File: src/rtl/wb_reg_slave.sv
// Pipelined Wishbone register slave: ID word, free-running cycle counter, and RW scratch registers.
// Optional macro WB_SLAVE_STALL_EN: after every accepted request, stall for one cycle.
module wb_reg_slave #(
  parameter int          NREGS    = 8,
  parameter int          ACK_LAT  = 1,
  parameter logic [31:0] ID_VALUE = 32'h57425331
) (
  input  logic        i_clk,
  input  logic        i_reset,
  input  logic        i_wb_cyc,
  input  logic        i_wb_stb,
  input  logic        i_wb_we,
  input  logic [29:0] i_wb_addr,
  input  logic [31:0] i_wb_data,
  input  logic [3:0]  i_wb_sel,
  output logic        o_wb_stall,
  output logic        o_wb_ack,
  output logic        o_wb_err,
  output logic [31:0] o_wb_data
);
  localparam int AW = $clog2(NREGS);

  logic [31:0]        r_cnt;
  logic [31:0]        r_regs [NREGS];
  logic [ACK_LAT-1:0] r_vld_pipe;
  logic [ACK_LAT-1:0] r_err_pipe;
  logic [31:0]        r_dat_pipe [ACK_LAT];

  logic        w_stall;
  logic        w_acc;
  logic        w_hit;
  logic        w_wr;
  logic [31:0] w_idx32;
  logic [31:0] w_rdata;

  assign w_acc   = i_wb_cyc & i_wb_stb & ~w_stall;
  assign w_idx32 = 32'(i_wb_addr[AW-1:0]);
  assign w_hit   = (i_wb_addr[29:AW] == '0) && (w_idx32 < 32'(NREGS));
  assign w_wr    = w_acc & i_wb_we & w_hit;

`ifdef WB_SLAVE_STALL_EN
  logic r_stall;
  always_ff @(posedge i_clk or posedge i_reset) begin
    if (i_reset) r_stall <= 1'b0;
    else         r_stall <= w_acc;
  end
  assign w_stall = r_stall;
`else
  assign w_stall = 1'b0;
`endif
  assign o_wb_stall = w_stall;

  always_comb begin
    w_rdata = '0;
    if (w_idx32 == 32'd0)      w_rdata = ID_VALUE;
    else if (w_idx32 == 32'd1) w_rdata = r_cnt;
    else
      for (int k = 2; k < NREGS; k++)
        if (w_idx32 == 32'(k)) w_rdata = r_regs[k];
  end

  always_ff @(posedge i_clk or posedge i_reset) begin
    if (i_reset) r_cnt <= '0;
    else         r_cnt <= r_cnt + 32'd1;
  end

  // Slots 0 and 1 are never written; ID and counter are read from elsewhere.
  always_ff @(posedge i_clk or posedge i_reset) begin
    if (i_reset) begin
      for (int k = 0; k < NREGS; k++) r_regs[k] <= '0;
    end else if (w_wr) begin
      for (int k = 2; k < NREGS; k++)
        if (w_idx32 == 32'(k))
          for (int b = 0; b < 4; b++)
            if (i_wb_sel[b]) r_regs[k][8*b +: 8] <= i_wb_data[8*b +: 8];
    end
  end

  // Stage 0 is loaded at the accept edge; the output registers follow the
  // last stage, so the response appears ACK_LAT edges after acceptance.
  always_ff @(posedge i_clk or posedge i_reset) begin
    if (i_reset) begin
      r_vld_pipe <= '0;
      r_err_pipe <= '0;
      for (int s = 0; s < ACK_LAT; s++) r_dat_pipe[s] <= '0;
      o_wb_ack  <= 1'b0;
      o_wb_err  <= 1'b0;
      o_wb_data <= '0;
    end else if (!i_wb_cyc) begin
      r_vld_pipe <= '0;
      o_wb_ack   <= 1'b0;
      o_wb_err   <= 1'b0;
      o_wb_data  <= '0;
    end else begin
      r_vld_pipe[0] <= w_acc;
      r_err_pipe[0] <= ~w_hit;
      r_dat_pipe[0] <= (w_acc && w_hit && !i_wb_we) ? w_rdata : '0;
      for (int s = 1; s < ACK_LAT; s++) begin
        r_vld_pipe[s] <= r_vld_pipe[s-1];
        r_err_pipe[s] <= r_err_pipe[s-1];
        r_dat_pipe[s] <= r_dat_pipe[s-1];
      end
      o_wb_ack  <= r_vld_pipe[ACK_LAT-1] & ~r_err_pipe[ACK_LAT-1];
      o_wb_err  <= r_vld_pipe[ACK_LAT-1] &  r_err_pipe[ACK_LAT-1];
      o_wb_data <= (r_vld_pipe[ACK_LAT-1] && !r_err_pipe[ACK_LAT-1]) ?
                   r_dat_pipe[ACK_LAT-1] : '0;
    end
  end
endmodule

File: config.mk
export PLATFORM = sky130hd
export DESIGN_NAME = wb_reg_slave
export DESIGN_NICKNAME = d
export VERILOG_FILES = /design/src/rtl/wb_reg_slave.sv
export SDC_FILE = /design/constraint.sdc
export NUM_CORES = 1
export LEC_CHECK = 0
export ABC_AREA = 1
export BUFFER_PORTS_ARGS = -buffer_cell sky130_fd_sc_hd__buf_2
export CAP_MARGIN = 20
export CORE_MARGIN = 1.5
export CORE_UTILIZATION = 45
export DETAILED_ROUTE_END_ITERATION = 6
export PLACE_DENSITY = 0.6
export SYNTH_ARGS = -nofsm -noshare
export SYNTH_HDL_FRONTEND = slang
export SYNTH_SLANG_ARGS = --single-unit
File: constraint.sdc
create_clock -name i_clk -period 24.8 [get_ports i_clk]
set_clock_uncertainty 0.15 [all_clocks]
set_input_delay 4.96 -clock i_clk [delete_from_list [all_inputs] [get_ports i_clk]]
set_output_delay 4.96 -clock i_clk [all_outputs]
set_load 0.05 [all_outputs]
# Word level (Yosys, flattened, before mapping)
# Cells that the tools add are included.
dict set report op_classes {
  n_addsub 1
  n_lt_le_gt_ge 1
  eq_ne 7
  bitwise 7
  mux 14
  reduce_logical 32
}
# cell count
set ops {}
lappend ops {{2-to-1 mux 32 bit} 11}
lappend ops {{AND reduction 3 bit} 24}
lappend ops {{adder 32 x 1 -> 32 bit, second input constant} 1}
lappend ops {{logical NOT 32 bit} 1}
lappend ops {{logical NOT 27 bit} 1}
lappend ops {{== test 3 bit, second input constant} 4}
lappend ops {{== test 3 x 2 -> 1 bit, second input constant} 2}
lappend ops {{AND 1 bit} 5}
lappend ops {{logical AND 1 bit} 4}
lappend ops {{less-than comparator 3 x 4 -> 1 bit, second input constant} 1}
lappend ops {{== test 3 x 1 -> 1 bit, second input constant} 1}
lappend ops {{2-to-1 mux 1 bit} 3}
lappend ops {{logical NOT 1 bit} 2}
lappend ops {{inverter 1 bit} 2}
dict set report totals {
  ff_bits 292
  input_bits 71
  out_inout_bits 35
}

# Longest topological paths before layout
dict set report depth {
  word_depth 10
  ltp_mapped 11
  depth_no_buf 9
}

# Worst setup path before layout
# Ideal clock, no wire load.
dict set report synth_path {
  path_type {in2reg}
  from {input i_wb_addr[28]}
  to {register r_regs[100] (netlist bit)}
  arrival_time_ns 6.035
  t_required_ns 24.531
  setup_time_ns 0.119
  path_stages 9
  setup_slack_ns 18.496
  path_cell_list {nor2_1 -> nand2_1 -> nor2_1 -> nand2_1 -> nor2_2 -> buf_2 -> nand4_1 -> nand2_1 -> nand2_1}
}
dict set report synth_via {
  elab_chain_cells 4
}
# element line
set synth_rtl {}
lappend synth_rtl {{from (decl)} 13} ;# input logic [29:0] i_wb_addr,
lappend synth_rtl {{logical NOT 27 bit} 38} ;# assign w_hit = (i_wb_addr[29:AW] == '0) && (w_idx32 < 32'(NREGS));
lappend synth_rtl {{logical AND 1 bit} 38}
lappend synth_rtl {{AND 1 bit} 39} ;# assign w_wr = w_acc & i_wb_we & w_hit;
lappend synth_rtl {{AND reduction 3 bit (no line)} --}
lappend synth_rtl {{to (signal, indexed assignment)} 75} ;# if (i_wb_sel[b]) r_regs[k][8*b +: 8] <= i_wb_data[8*b +: 8];
lappend synth_rtl {{to (decl)} 24} ;# logic [31:0] r_regs [NREGS];
# Every way passes these cells.
# A chain may end at the register's enable or synchronous reset.

# Worst setup path in the final report
dict set report layout_path {
  from {input i_wb_addr[2]}
  to {register r_regs[44] (netlist bit)}
}
dict set report layout_via {
  elab_chain_cells 4
  word_cells_on_any_way 5
  cone_classes {order compare (1); eq/ne (1); bitwise (1); reduce/logical (2)}
}
# element line
set layout_rtl {}
lappend layout_rtl {{less-than comparator 3 x 4 -> 1 bit} 38}
lappend layout_rtl {{logical AND 1 bit} 38}
lappend layout_rtl {{AND 1 bit} 39}
lappend layout_rtl {{AND reduction 3 bit (no line) (*)} --}
# Every way passes the cells marked *; elsewhere a longest branch is shown, timed or not.

==> results.sh <==
export IMPL_start_util=0.458
export IMPL_clkLatencyLatePin_ns=0.52
export IMPL_critical_path_class="primary input to flip-flop"
export IMPL_cts_resized=0
export IMPL_p_leak_uw=0.00822
export IMPL_drt_pass1_iter_count=5
export IMPL_yosysUniqueCellTypes=24
export IMPL_avgSynthCellArea_um2=7.95
export IMPL_vdd_ir_drop_worst_mv=0.0367
export IMPL_syn_instance_count=1767
export IMPL_diodes=0
export IMPL_clockBufferDepth=3
export IMPL_wirelength_mm=39.6
export IMPL_syn_num_nets=1839
export IMPL_stdcell_area_um2=16000
export IMPL_core_area_um2=30700
export IMPL_grt_usage=0.245
export IMPL_htreeDepth=2
export IMPL_ios=106
export IMPL_yosys_warnings=0
export IMPL_hold_start="r_dat_pipe[13]"
export IMPL_root_buffer="clkbuf_16"
export IMPL_startpoint="i_wb_addr[2]"
export IMPL_multi_input_area_um2=5820
export IMPL_die_w_um=180
export IMPL_seqCellArea_um2=7310
export IMPL_period_needed_ns=7.48
export IMPL_cts_tree="built"
export IMPL_drt_iter0_drc=1612
export IMPL_combPwrFrac=0.051
export IMPL_timing_fmax_mhz=134
export IMPL_yosysMostFrequentCell="nand2_1"
export IMPL_grt_max_degree=169
export IMPL_final_util=0.523
export IMPL_layout_nets=1878
export IMPL_io_buffers=104
export IMPL_hold_viol=0
export IMPL_grt_pass1_wl_mm=64.8
export IMPL_dieArea_um2=32300
export IMPL_critPathLaunchType="primary input"
export IMPL_rsz0062_at_grt="false"
export IMPL_antenna_left=0
export IMPL_synth_commonest_cells="nand2_1 (583), nand4_1 (298), dfrtp_1 (292), nor2_1 (133), inv_1 (122)"
export IMPL_post_cts_buffers=0
export IMPL_dpl_cell_area_um2=14800
export IMPL_p_sw_frac=0.229
export IMPL_fillers=2982
export IMPL_dp_final_hpwl_mm=24.7
export IMPL_cts_buffers=35
export IMPL_min_path_type="flip-flop to flip-flop"
export IMPL_cts_hold_buffers=0
export IMPL_fin_setup_tns_ns=0
export IMPL_gp_congestion=0.911
export IMPL_pwr_share_clk=0.501
export IMPL_synth_async_sr_flop_share=1.00
export IMPL_yosys_area_top_type_share=0.520
export IMPL_drc=0
export IMPL_synth_area_top_cells="dfrtp_1 (52%), nand2_1 (16%), nand4_1 (13%), nand3_1 (4.2%), nor2_1 (3.6%)"
export IMPL_intPower_uw=821
export IMPL_drive_gt1_frac=0.107
export IMPL_antenna_found_initial=0
export IMPL_yosys_area_top_type="dfrtp_1"
export IMPL_fin_crit_sh=0.302
export IMPL_worst_ep_required_time_ns=25.04
export IMPL_clk_pin_slew_ns=0.06
export IMPL_crit_fanout=68
export IMPL_endpoint_kind="flip-flop"
export IMPL_synth_area_um2=14000
export IMPL_synth_seq_cells=292
export IMPL_cp_data_arrival_time_ns=7.72
export IMPL_finalSetupViolations=0
export IMPL_overflow=0
export IMPL_pwr_share_seq=0.448
export IMPL_yosysSeqAreaShare=0.520
export IMPL_die_h_um=180
export IMPL_outcome="completed"
export IMPL_slew_viol_final=0
export IMPL_relSlewSlack=0.277
export IMPL_area_growth_syn_to_layout_pct=14.1
export IMPL_ys_flop_type="dfrtp_1"
export IMPL_power_total_uw=1070
export IMPL_vias=12500
export IMPL_routed_via_density=5.61
export IMPL_pwr_density_cell_nw_per_um2=66.5
export IMPL_p_sw_uw=244
export IMPL_grt_pass1_vias=11800
export IMPL_row_count=64
export IMPL_wl_per_cell_um=17.8
export IMPL_synth_edf_count=0
export IMPL_maxCapViolCount=0
export IMPL_tightestPinTransition_ns=1.08
export IMPL_cts_sinks=292
export IMPL_r2r_start="r_cnt[2]"
==> registers in the layout, summed over array words and instances, names as in the netlist <==
signal	flops
r_regs	192
r_cnt	32
r_dat_pipe	32
o_wb_err	1
r_vld_pipe	1
r_err_pipe	1
o_wb_ack	1
o_wb_data	32
==> worst paths after layout <==
check,end,slack (ns),depth (start not counted)
worst min register to register,r_dat_pipe[13],0.33,2
worst min-delay path,r_dat_pipe[13],0.33,2
worst max register to register,r_cnt[17],22.70,6
worst max-delay path,r_regs[44],17.32,9
max in group asynchronous,r_regs[80],18.63,3
min in group asynchronous,o_wb_ack,4.45,2
==> worst max-delay path, cell delays in order <==
cell and delay [ns]:
buf_2 0.08, buf_4 0.39, inv_2 0.32, buf_4 0.37, nor3_4 0.20, buf_4 0.57
nand4_1 0.48, nand2_1 0.19, nand2_1 0.06
==> power by group through the flow <==
stage	logic (uW)	clock network, uW	registers (uW)
after global placement	53.5	0	486
final	54.4	534	477
after floorplan	29.8	0	486
after CTS	54.1	544	477
after detailed placement	54.0	0	486
after global routing	59.7	565	477
==> per-stage QoR <==
stage	instances	setup WS [ns]	hold WS [ns]
2_1_floorplan	1767	11.63	0.287
3_3_place_gp	2163	16.88	0.312
3_5_place_dp	2163	16.84	0.316
4_1_cts	2223	17.37	0.331
5_1_grt	2225	17.03	0.334
6_report	2225	17.32	0.327
==> layout by cell type (no fill, tap or decap), types with 11 or more instances in the layout <==
master / count
a21oi_1: 32
buf_2: 104
buf_4: 17
clkbuf_16: 37
clkbuf_8: 11
dfrtp_1: 292
inv_1: 120
nand2_1: 583
nand3_1: 118
nand4_1: 298
nor2_1: 130
nor3_1: 19
xor2_1: 23
==> layer usage <==
metal,vias up,wire (um),part of all wire,GRT usage
met1,6008,19000,0.48,0.381
met2,431,17500,0.44,0.363
met3,51,2610,0.066,0.0385
met5,-,0,0,0
met4,0,558,0.014,0.0493
li1,5993,-,-,-
==> area by class of cell <==
cell class                 count  share of cell area
sequential                   292               0.456
multi-input combinational   1227               0.363
clock buffer                  53              0.0684
timing repair buffer         124              0.0447
tap                          396              0.0309
inverter                     126              0.0300
clock inverter                 7             0.00710
==> kinds of logic after synthesis <==
logic type | Yosys count | synth area share
compound gates | 33 | 0.0118
xor+xnor | 29 | 0.0181
fa+ha+maj | 1 | 0.000891
buf+inv | 248 | 0.0690
flops | 292 | 0.520
other cells | 1 | 0.000267
simple gates | 1163 | 0.380
Power figures use the tool's default switching activity.
